`src/rtl/i2c_rx_regwr.sv`:
```
// i2c_rx_regwr
// Register-write front end for an I2C slave. Sits behind a byte receiver and
// turns a write transaction (START, address+W, pointer, data...) into
// register write strobes, auto-incrementing the pointer per data byte.
//
// State table:
//   IDLE   | bus idle, waiting for START; rx=1, ack=1
//   ADDR   | expecting the address byte
//   PTR    | expecting the register pointer byte
//   DATA   | each byte is written to regs[ptr], then ptr advances
//   IGNORE | transaction rejected; bytes NACKed until START/STOP
//
// Ports:
//   clk, rst          clock and async active-high reset
//   start, stop       one-cycle bus condition pulses
//   data, data_rdy    received byte and its active-low ready (held for ack phase)
//   ack_en            active-low ack sampling indicator from the receiver
//   ack               0 = ACK, 1 = NACK for the current byte
//   rx                active-low receive enable to the byte receiver
//   wr_en, wr_addr, wr_data  one-cycle register write strobe with index/data
//   busy              high whenever not IDLE
//   err               sticky pointer-overrun flag, cleared on START
module i2c_rx_regwr #(
    parameter logic [6:0] DEV_ADDR = 7'h42,
    parameter int         NUM_REGS = 16
) (
    input  logic       clk,
    input  logic       rst,
    input  logic       start,
    input  logic       stop,
    input  logic [7:0] data,
    input  logic       data_rdy,
    input  logic       ack_en,
    output logic       ack,
    output logic       rx,
    output logic       wr_en,
    output logic [7:0] wr_addr,
    output logic [7:0] wr_data,
    output logic       busy,
    output logic       err
);

    localparam logic [2:0] S_IDLE   = 3'd0;
    localparam logic [2:0] S_ADDR   = 3'd1;
    localparam logic [2:0] S_PTR    = 3'd2;
    localparam logic [2:0] S_DATA   = 3'd3;
    localparam logic [2:0] S_IGNORE = 3'd4;

    // Nine bits so that NUM_REGS = 256 compares correctly against 8-bit values.
    localparam logic [8:0] NUM_REGS_W = 9'(NUM_REGS);

    logic [2:0] state;
    logic [7:0] ptr;
    logic       rdy_q;
    logic       byte_evt;

    // ack is held registered across the whole ack phase, so the receiver's
    // sampling strobe carries no information this block needs.
    logic       ack_en_unused;
    assign ack_en_unused = ack_en;

    // One event per byte: first cycle data_rdy is seen low after being high.
    assign byte_evt = rdy_q & ~data_rdy;
    assign busy     = (state != S_IDLE);

    always_ff @(posedge clk or posedge rst) begin
        if (rst) begin
            rdy_q <= 1'b1;
        end else begin
            rdy_q <= data_rdy;
        end
    end

    always_ff @(posedge clk or posedge rst) begin
        if (rst) begin
            state   <= S_IDLE;
            ptr     <= 8'h00;
            ack     <= 1'b1;
            rx      <= 1'b1;
            wr_en   <= 1'b0;
            wr_addr <= 8'h00;
            wr_data <= 8'h00;
            err     <= 1'b0;
        end else begin
            wr_en <= 1'b0;
            if (start) begin
                state <= S_ADDR;
                rx    <= 1'b0;
                err   <= 1'b0;
                ack   <= 1'b1;
            end else if (stop) begin
                state <= S_IDLE;
                rx    <= 1'b1;
                ack   <= 1'b1;
            end else if (byte_evt) begin
                case (state)
                    S_ADDR: begin
                        if (data[7:1] == DEV_ADDR && !data[0]) begin
                            ack   <= 1'b0;
                            state <= S_PTR;
                        end else begin
                            ack   <= 1'b1;
                            rx    <= 1'b1;
                            state <= S_IGNORE;
                        end
                    end
                    S_PTR: begin
                        ptr <= data;
                        if ({1'b0, data} >= NUM_REGS_W) begin
                            ack   <= 1'b1;
                            err   <= 1'b1;
                            rx    <= 1'b1;
                            state <= S_IGNORE;
                        end else begin
                            ack   <= 1'b0;
                            state <= S_DATA;
                        end
                    end
                    S_DATA: begin
                        // Overrun is judged on the current pointer before any wrap.
                        if ({1'b0, ptr} >= NUM_REGS_W) begin
                            ack   <= 1'b1;
                            err   <= 1'b1;
                            rx    <= 1'b1;
                            state <= S_IGNORE;
                        end else begin
                            wr_en   <= 1'b1;
                            wr_addr <= ptr;
                            wr_data <= data;
                            ptr     <= ptr + 8'd1;
                            ack     <= 1'b0;
                        end
                    end
                    default: begin
                        ack <= 1'b1;
                    end
                endcase
            end
        end
    end

endmodule

```
`config.mk`:
```
export PLATFORM = sky130hd
export DESIGN_NAME = i2c_rx_regwr
export DESIGN_NICKNAME = d
export VERILOG_FILES = /design/src/rtl/i2c_rx_regwr.sv
export SDC_FILE = /design/constraint.sdc
export NUM_CORES = 1
export LEC_CHECK = 0
export CORE_MARGIN = 1.5
export CORE_UTILIZATION = 57
export CTS_CLUSTER_SIZE = 30
export DETAILED_ROUTE_END_ITERATION = 12
export DONT_BUFFER_PORTS = 1
export GPL_TIMING_DRIVEN = 0
export PLACE_DENSITY = 0.72
export RECOVER_POWER = 100
export SLEW_MARGIN = 20
export SYNTH_ARGS = -nofsm -noshare
export SYNTH_HDL_FRONTEND = slang
export SYNTH_SLANG_ARGS = --single-unit
```
`constraint.sdc`:
```
create_clock -name clk -period 4.4 [get_ports clk]
set_clock_uncertainty 0.05 [all_clocks]
set_input_delay 0.66 -clock clk [delete_from_list [all_inputs] [get_ports clk]]
set_output_delay 0.66 -clock clk [all_outputs]
set_load 0.005 [all_outputs]
```
==> key figures, run 1 <==
GRT
  – Grt ovf: 0
  – Vias in the first global route: 1230
  – Initial antenna violation count: 0
  – GRT Total Usage: 22.8%
  – First-pass GRT wire length: 5490 µm
  – Largest net degree at the start of global routing: 33

Final layout
  – Fraction of layout cells with a size suffix above 1: 8.48%
  – Area Overhead vs Synth: 3.78%
  – N_diodes: 0
  – Final net count: 181

Worst setup path
  – Critical path required time: 4570 ps
  – Worst setup SP type: flip-flop
  – Worst Path Max Fanout: 6
  – CP Capture Type: flip-flop
  – CP Class: reg2reg
  – Critical Path AT: 2700 ps

Pwr
  – Clock share of power: 34.2%
  – P per Cell Area: 337 mW/mm²
  – Static Leak: 0.752 nW
  – Gate power share: 7.7%
  – Switching share of total power: 24.1%
  – NetSw: 131 µW
  – Total Power: 543 µW
  – P_int: 412 µW
  – Max IR drop VDD: 0.308 mV
  – Share of power burned in registers: 58.1%

Timing
  – Slew Viols, Final: 0
  – Rel. slew slack: 23.0%
  – Period minus WS final: 2530 ps
  – F_max: 0.395 GHz
  – Setup_tns: 0 ps
  – Crit share post-route: 57.5%
  – # setup viols final: 0
  – Final hold vios: 0
  – Final Worst Setup Slack: 1870 ps
  – Tightest Pin Transition: 1150 ps
  – RSZ-0062 raised after global routing: false

Floorplan
  – Core area: 0.00252 mm²
  – Die width: 55.2 µm
  – Chip Height: 55.2 µm
  – I/O pins: 35
  – Starting Density: 61.7%
  – Row Count: 18
  – Die area: 0.00305 mm²

CTS
  – Clk root buf: clkbuf_4
  – TritonCTS Sinks: 32
  – Max clock buf depth: 2
  – Clock buffer count from CTS: 5
  – Hold buffers post-CTS: 0
  – TritonCTS clock tree: built
  – Number of setup buffers added after CTS: 0
  – Post-CTS resize count: 0
  – Clk_lat worst skew: 330 ps
  – # H-tree levels: 2
  – Reg clk slew, reported paths: 100 ps

Synth
  – Post-synth EDFFs: 0
  – Synth cell types: 44
  – Syn Nets: 174
  – YS warnings: 0
  – Gate Count Post-Synth: 158
  – Area of the mapped netlist: 0.00156 mm²
  – Syn_area_per_cell: 9.84 µm²
  – Yosys reg bits: 32
  – Asr flop ratio synth: 100%
  – Sequential-to-total area share from yosys stat: 51.7%
  – Synth Flop Type: dfrtp_1

Place
  – Placer Congestion: 0.908
  – Setup WS pre-CTS: 2150 ps
  – I/O Buffers: 0
  – Detailed placement HPWL: 2240 µm

Drt
  – Wire per inst: 16.3 µm
  – Via count: 1192
  – WL final: 3170 µm
  – DR pass1 iterations: 4
  – Drt first-iter violations: 49
  – Routed Antenna Nets: 0
  – Via density per instance: 6.11
  – Remaining routing DRC violations: 0

Flow run
  – Total of max-cap violations: 0

Run status
  – Outcome: finished clean

Hold path
  – Hold WC Path Type: in2reg
-- layer usage --
metal	GRT usage [%]	vias up	share of wire [%]
li1	-	569	-
met1	31.1	565	45
met2	34.0	50	46
met3	6.32	8	6.9
met4	10.5	0	2.1
met5	0	-	0
-- through the flow --
step                cell area [µm²]  utilization [%]  hold slack (ps)  instances
finish                         1610             64.0              268        195
global route                   1610             64.0              253        195
CTS                            1660             65.7              258        195
detailed placement             1590             63.1              433        188
global placement               1590             63.1              428        188
floorplan                      1560                -              410        158
-- cells in the mapped netlist, drive strengths merged, types with 2 or more instances --
library cell  instances  share of area, %
nand2                40               9.7
dfrtp                29                47
o21ai                11               3.5
inv                   6               1.4
a21oi                 5               1.6
buf                   5               2.6
nand3                 5               1.6
or3                   5               2.0
and2                  4               1.6
nor2b                 4               1.6
nor3                  4               1.3
dfstp                 3               5.1
nor2                  3              0.72
o211ai                3               1.8
a211o                 2               1.7
a32o                  2               1.3
ha                    2               1.6
nand3b                2               1.2
nor4                  2              0.80
nor4b                 2               1.1
-- final timing paths --
path / from / to / slack, ps / depth (start not counted)
max in group asynchronous: rst / wr_addr[0] / 3140 / 1
min in group asynchronous: rst / wr_addr[3] / 460 / 1
worst max-delay path: rdy_q / ptr[6] / 1870 / 4
worst min register to register: wr_addr[2] / wr_addr[2] / 450 / 2
worst max register to register: rdy_q / ptr[6] / 1870 / 4
worst min-delay path: data_rdy / rdy_q / 270 / 0
-- cells in the final DEF (no fill, tap or decap), drive strengths merged, types with 3 or more instances in the layout --
| master | netlist | final |
|---|---|---|
| o21ai | 11 | 11 |
| nor2b | 4 | 4 |
| a21oi | 5 | 5 |
| nand2 | 40 | 40 |
| and2 | 4 | 4 |
| or3 | 5 | 5 |
| dfstp | 3 | 3 |
| nor2 | 3 | 3 |
| dfrtp | 29 | 29 |
| nand3 | 5 | 5 |
| clkbuf | 1 | 11 |
| inv | 6 | 6 |
| nor3 | 4 | 4 |
| o211ai | 3 | 3 |
-- final cells by class --
cell class,instances,area [µm²]
flip-flops and latches,32,805
fillers,222,908
multi-input cells,114,653
plain buffers,6,31.3
well taps,30,37.5
inverters,6,22.5
clock buffers,7,65.1
-- power groups by stage --
stage	clock, mW	combinational, mW	sequential [mW]
finish	0.186	0.0417	0.316
global route	0.201	0.0484	0.318
global placement	0	0.0438	0.321
detailed placement	0	0.0455	0.322
floorplan	0	0.0374	0.319
CTS	0.187	0.0458	0.316
-- sequential cells by signal (all words and copies together) (netlist names) --
| register | count |
|---|---|
| rx | 1 |
| ack | 1 |
| wr_data | 8 |
| err | 1 |
| state | 3 |
| wr_addr | 8 |
| wr_en | 1 |
| rdy_q | 1 |
| ptr | 8 |
-- critical path, stage by stage (launching register included) --
cell and delay, ps:
dfstp_2 540, or4b_1 560, a211oi_1 680, o21ai_0 320, a32o_1 280
-- kinds of logic (layout without fill, tap and decap cells) --
kind of cell               after synthesis  in the layout  share of synthesized area, %
buffers and inverters                   12             19                          4.34
adders and majority gates                2              2                          1.61
DFF                                     32             32                          51.7
and+or+nand+nor                         78             78                          25.5
muxes                                    1              1                         0.644
AOI/OAI and AO/OA                       33             33                          16.2
Note: power is estimated with default switching activity, not from simulation.
==> inputs of run 2 (changes only) <==
==> constraint.sdc (replaced) <==
create_clock -name clk -period 2.44 [get_ports clk]
set_clock_uncertainty 0.05 [all_clocks]
set_input_delay 0.366 -clock clk [delete_from_list [all_inputs] [get_ports clk]]
set_output_delay 0.366 -clock clk [all_outputs]
set_load 0.005 [all_outputs]
==> run 2 against run 1 <==
Fmax up 18%. Die area unchanged. Cell count up 1.0%. Sequential power up 80%. Global-route usage up 0.10 points. Worst setup slack worse by 1600 ps. First-iteration DRC count down 10%. Power up 81%. Sequential cell count unchanged. Sequential share of layout area down 1.2 points. Register-to-register slack worse by 1600 ps. Wire length up 0.22%. Critical path type unchanged. Critical endpoint is now wr_data[5]. Highest routed layer unchanged.
==> key figures, run 2 (same netlist as run 1, synthesis figures left out) <==
Timing
  – # setup viols final: 0 (unchanged)
  – Slew Viols, Final: 0 (unchanged)
  – Period minus WS final: 2150 ps (was 2530 ps)
  – Rel. slew slack: 22.4% (was 23.0%)
  – Final hold vios: 0 (unchanged)
  – Final Worst Setup Slack: 289 ps (was 1870 ps)
  – Setup_tns: 0 ps (unchanged)
  – RSZ-0062 raised after global routing: false (unchanged)
  – Crit share post-route: 88.1% (was 57.5%)
  – Tightest Pin Transition: 1160 ps (was 1150 ps)
  – F_max: 0.465 GHz (was 0.395 GHz)

CTS
  – Hold buffers post-CTS: 2 (was 0)
  – Post-CTS resize count: 0 (unchanged)
  – Clk_lat worst skew: 330 ps (about the same)
  – TritonCTS clock tree: built (unchanged)
  – Clock buffer count from CTS: 5 (unchanged)
  – Reg clk slew, reported paths: 90 ps (was 100 ps)
  – TritonCTS Sinks: 32 (unchanged)
  – Clk root buf: clkbuf_4 (unchanged)
  – # H-tree levels: 2 (unchanged)
  – Number of setup buffers added after CTS: 0 (unchanged)
  – Max clock buf depth: 2 (unchanged)

Final layout
  – Most frequent cells in the layout: nand2_1 (40), dfrtp_1 (29), o21ai_0 (11), inv_1 (6) (unchanged)
  – Register area: 805 µm² (unchanged)
  – Top Registers: ptr x8, wr_addr x8, wr_data x8 (unchanged)
  – Final net count: 183 (was 181)
  – Filler instances: 216 (was 222)
  – N_diodes: 0 (unchanged)
  – Most common cell after layout, fill and taps aside: nand2_1 (unchanged)
  – Area Overhead vs Synth: 6.36% (was 3.78%)
  – Fraction of layout cells with a size suffix above 1: 9.58% (was 8.48%)
  – Multi-input gate area: 666 µm² (was 653 µm²)

Place
  – Detailed placement HPWL: 2240 µm (unchanged)
  – Setup WS pre-CTS: 409 ps (was 2150 ps)
  – Placer Congestion: 0.908 (unchanged)
  – I/O Buffers: 0 (unchanged)

Drt
  – Routed Antenna Nets: 0 (unchanged)
  – Wire per inst: 16.1 µm (was 16.3 µm)
  – Via count: 1177 (was 1192)
  – DR pass1 iterations: 4 (unchanged)
  – Remaining routing DRC violations: 0 (unchanged)
  – Via density per instance: 5.97 (was 6.11)
  – Drt first-iter violations: 44 (was 49)
  – WL final: 3180 µm (was 3170 µm)

Floorplan
  – Core area: 0.00252 mm² (unchanged)
  – Chip Height: 55.2 µm (unchanged)
  – Die width: 55.2 µm (unchanged)
  – I/O pins: 35 (unchanged)
  – Starting Density: 61.7% (unchanged)
  – Die area: 0.00305 mm² (unchanged)
  – Row Count: 18 (unchanged)

Run status
  – Outcome: finished clean (unchanged)

GRT
  – Largest net degree at the start of global routing: 33 (unchanged)
  – GRT Total Usage: 22.9% (was 22.8%)
  – Initial antenna violation count: 0 (unchanged)
  – Grt ovf: 0 (unchanged)
  – Vias in the first global route: 1230 (unchanged)
  – First-pass GRT wire length: 5520 µm (was 5490 µm)

Worst setup path
  – Worst Path Max Fanout: 10 (was 6)
  – CP Class: reg2reg (unchanged)
  – Crit path buf inv count: 2 (was 0)
  – CP Capture Type: flip-flop (unchanged)
  – Max incr delay on CP: 590 ps (was 680 ps)
  – Crit-path cells: or4b_1 -> or3_1 -> clkbuf_1 -> buf_6 -> nand2_1 -> nand2_1 (was or4b_1 -> a211oi_1 -> o21ai_0 -> a32o_1)
  – Crit-path leading delay family: simple AND/OR/NAND/NOR gates (was compound AO/OA/AOI/OAI gates)
  – Critical path required time: 2620 ps (was 4570 ps)
  – Crit path top cell by count: nand2_1
  – Slowest CP cell: or4b_1 (was a211oi_1)
  – Critical Path AT: 2330 ps (was 2700 ps)
  – Worst setup SP type: flip-flop (unchanged)

Pwr
  – P per Cell Area: 595 mW/mm² (was 337 mW/mm²)
  – Max IR drop VDD: 0.555 mV (was 0.308 mV)
  – Static Leak: 0.766 nW (was 0.752 nW)

Flow run
  – Total of max-cap violations: 0 (unchanged)

Hold path
  – Hold WC Path Type: in2reg (unchanged)
## run 2: cell count changes in the layout (fill, tap and decap cells not counted), sizes merged
| cell | before | now |
|---|---|---|
| buf | 2 | 3 |
| clkbuf | 11 | 10 |
| dlygate4sd3 | 0 | 2 |
## run 2: worst register-to-register path, delay by kind of cell (launching register included)
kind	cells	cell delay, ps
flops	1	530
simple gates	4	1100
buf+inv	2	370
## run 2: stage by stage
step	area [µm²]	cells	utilization [%]	power (mW)	hold WS, ps
detailed placement	1590	188	63.1	0.663	321
floorplan	1560	158	-	0.643	320
global route	1650	197	65.6	1.03	58.0
CTS	1680	197	66.5	0.994	39.1
finish	1650	197	65.6	0.984	48.3
global placement	1590	188	63.1	0.658	321
## run 2: path summary, 6_finish.rpt
check	from	endpoint	slack, ps	depth (start not counted)
worst max-delay path	rdy_q	wr_data[5]	290	6
worst min register to register	wr_addr[2]	wr_addr[2]	450	2
min in group asynchronous	rst	wr_addr[2]	720	2
worst max register to register	rdy_q	wr_data[5]	290	6
max in group asynchronous	rst	wr_addr[0]	910	2
worst min-delay path	start	rx	50	1
## run 2: layout make-up
type / instances / share of cell area [%]
buffer: 6 / 2.34
clock buffer: 7 / 3.93
inverter: 6 / 1.36
multi-input combinational: 114 / 40.2
sequential: 32 / 48.6
tap: 30 / 2.27
timing repair buffer: 2 / 1.21
## run 2: routing by layer
metal | vias up | global-route usage (%) | share of wire (%) | wire length (µm)
li1 | 572 | - | - | -
met1 | 558 | 31.1 | 45 | 1440
met2 | 43 | 34.2 | 47 | 1510
met3 | 4 | 6.56 | 6.8 | 217
met4 | 0 | 10.5 | 0.60 | 19
met5 | - | 0 | 0 | 0
## run 2: where the power goes
group / switching (mW) / internal (mW)
logic: 0.0489 / 0.0321
registers: 0.0189 / 0.551
clock network: 0.170 / 0.163
==> inputs of run 3 (changes only) <==
--- a/config.mk
+++ b/config.mk
@@ -13,7 +13,6 @@
 export GPL_TIMING_DRIVEN = 0
 export PLACE_DENSITY = 0.72
 export RECOVER_POWER = 100
-export SLEW_MARGIN = 20
 export SYNTH_ARGS = -nofsm -noshare
 export SYNTH_HDL_FRONTEND = slang
 export SYNTH_SLANG_ARGS = --single-unit
==> run 3 against run 2 <==
The run now ends with hold timing left. Register-to-register slack hardly changed. Combinational power shrank 0.9%. Non-clock buffer count did not move. Wire length about the same. Highest routed layer unchanged.
==> key figures, run 3 (same netlist as run 1, synthesis figures left out) <==
Run status
  – Outcome: complete, but fails checks (was finished clean)
  – Failing checks: hold timing

CTS
  – Clock buffer count from CTS: 5 (unchanged)
  – Max clock buf depth: 2 (unchanged)
  – Clk root buf: clkbuf_4 (unchanged)
  – TritonCTS Sinks: 32 (unchanged)
  – Clk_lat worst skew: 330 ps (about the same)
  – TritonCTS clock tree: built (unchanged)
  – # H-tree levels: 2 (unchanged)
  – Number of setup buffers added after CTS: 0 (unchanged)
  – Post-CTS resize count: 0 (unchanged)
  – Reg clk slew, reported paths: 100 ps (was 90 ps)

Timing
  – # setup viols final: 0 (unchanged)
  – Setup_tns: 0 ps (unchanged)
  – Slew Viols, Final: 0 (unchanged)
  – Tightest Pin Transition: 847 ps (was 1160 ps)
  – Min Hold Slack: -64.1 ps (was 48.3 ps)
  – RSZ-0062 raised after global routing: false (unchanged)
  – Final hold vios: 16 (was 0)
  – Period minus WS final: 2160 ps (was 2150 ps)
  – Crit share post-route: 88.5% (was 88.1%)
  – Final Worst Setup Slack: 279 ps (was 289 ps)
  – Rel. slew slack: 43.5% (was 22.4%)
  – F_max: 0.463 GHz (was 0.465 GHz)

Final layout
  – Register area: 805 µm² (unchanged)
  – Filler instances: 215 (was 216)
  – Final net count: 183 (unchanged)
  – Fraction of layout cells with a size suffix above 1: 9.58% (unchanged)
  – Most frequent cells in the layout: nand2_1 (40), dfrtp_1 (29), o21ai_0 (11), inv_1 (6) (unchanged)
  – Most common cell after layout, fill and taps aside: nand2_1 (unchanged)
  – Multi-input gate area: 666 µm² (unchanged)
  – Area Overhead vs Synth: 5.95% (was 6.36%)
  – N_diodes: 0 (unchanged)
  – Top Registers: ptr x8, wr_addr x8, wr_data x8 (unchanged)

GRT
  – Largest net degree at the start of global routing: 33 (unchanged)
  – Initial antenna violation count: 0 (unchanged)
  – GRT Total Usage: 22.9% (unchanged)
  – Vias in the first global route: 1230 (unchanged)
  – First-pass GRT wire length: 5520 µm (unchanged)
  – Grt ovf: 0 (unchanged)

Worst setup path
  – CP Capture Type: flip-flop (unchanged)
  – Crit path top cell by count: nand2_1 (unchanged)
  – Flop2flop setup slack: 280 ps (was 290 ps)
  – Worst Path Max Fanout: 10 (unchanged)
  – Slowest CP cell: or4b_1 (unchanged)
  – CP Class: reg2reg (unchanged)
  – Crit-path cells: or4b_1 -> or3_1 -> clkbuf_1 -> buf_6 -> nand2_1 -> nand2_1 (unchanged)
  – Critical path required time: 2620 ps (about the same)
  – Max incr delay on CP: 590 ps (about the same)
  – Worst setup SP type: flip-flop (unchanged)
  – Critical Path AT: 2340 ps (was 2330 ps)

Place
  – Setup WS pre-CTS: 409 ps (unchanged)
  – Placer Congestion: 0.908 (unchanged)
  – Detailed placement HPWL: 2240 µm (unchanged)
  – I/O Buffers: 0 (unchanged)

Pwr
  – P per Cell Area: 596 mW/mm² (was 595 mW/mm²)
  – Max IR drop VDD: 0.557 mV (was 0.555 mV)
  – Static Leak: 0.763 nW (was 0.766 nW)

Drt
  – Remaining routing DRC violations: 0 (unchanged)
  – Via density per instance: 6.02 (was 5.97)
  – Routed met2 length: 1510 µm (about the same)
  – Via count: 1186 (was 1177)
  – Top routing layer used: met4 (unchanged)
  – Routed Antenna Nets: 0 (unchanged)
  – Drt first-iter violations: 34 (was 44)
  – DR pass1 iterations: 5 (was 4)
  – Met3 wire length: 182 µm (was 217 µm)
  – WL met1: 1480 µm (was 1440 µm)
  – WL final: 3180 µm (about the same)
  – Wire per inst: 16.2 µm (was 16.1 µm)

Hold path
  – Hold WC Path Type: in2async (was in2reg)

Floorplan
  – I/O pins: 35 (unchanged)
  – Core area: 0.00252 mm² (unchanged)
  – Die width: 55.2 µm (unchanged)
  – Starting Density: 61.7% (unchanged)
  – Chip Height: 55.2 µm (unchanged)
  – Die area: 0.00305 mm² (unchanged)
  – Row Count: 18 (unchanged)

Flow run
  – Total of max-cap violations: 0 (unchanged)
run 3: path summary, 6_finish.rpt:
kind	start	to	cells after the start
hold reg to reg	wr_addr[2]	wr_addr[2]	2
setup / recovery	rdy_q	wr_addr[3]	6
setup reg to reg	rdy_q	wr_addr[3]	6
hold / removal	rst	wr_addr[2]	1
min in group clk	start	rx	1
max in group asynchronous	rst	wr_data[4]	2
run 3: power breakdown:
part	internal [mW]	total, mW	switching, mW
clock network	0.163	0.332	0.169
registers	0.551	0.570	0.0188
logic	0.0314	0.0803	0.0489
total	0.745	0.982	0.236
run 3: layout make-up:
class	instances	share of cell area [%]
buffer	6	2.35
clock buffer	7	3.95
inverter	6	1.37
multi-input combinational	114	40.4
sequential	32	48.8
tap	30	2.28
timing repair buffer	2	0.835
run 3: metal layers:
| layer | global-route usage (%) | up-vias |
|---|---|---|
| met5 | 0 | - |
| met4 | 10.5 | 0 |
| met3 | 6.56 | 2 |
| met2 | 34.2 | 40 |
| met1 | 31.1 | 569 |
| li1 | - | 575 |
run 3: what timing repair did:
action / CTS / global route
endpoints found under the hold margin: 1 / 0
hold buffers: 1 / 0
setup endpoints to repair: 0 / 0
run 3: critical path, delay by kind of cell (launching register included):
family / cells / cell delay (ps)
and+or+nand+nor: 4 / 1100
DFF: 1 / 530
buffers and inverters: 2 / 380
run 3: stage by stage:
| stage | instances | utilization (%) | cell area (µm²) | total power, mW |
|---|---|---|---|---|
| floorplan | 158 | - | 1560 | 0.643 |
| global route | 197 | 65.3 | 1650 | 1.03 |
| finish | 197 | 65.3 | 1650 | 0.982 |
| global placement | 188 | 63.1 | 1590 | 0.658 |
| detailed placement | 188 | 63.1 | 1590 | 0.663 |
| CTS | 196 | 66.1 | 1670 | 0.992 |
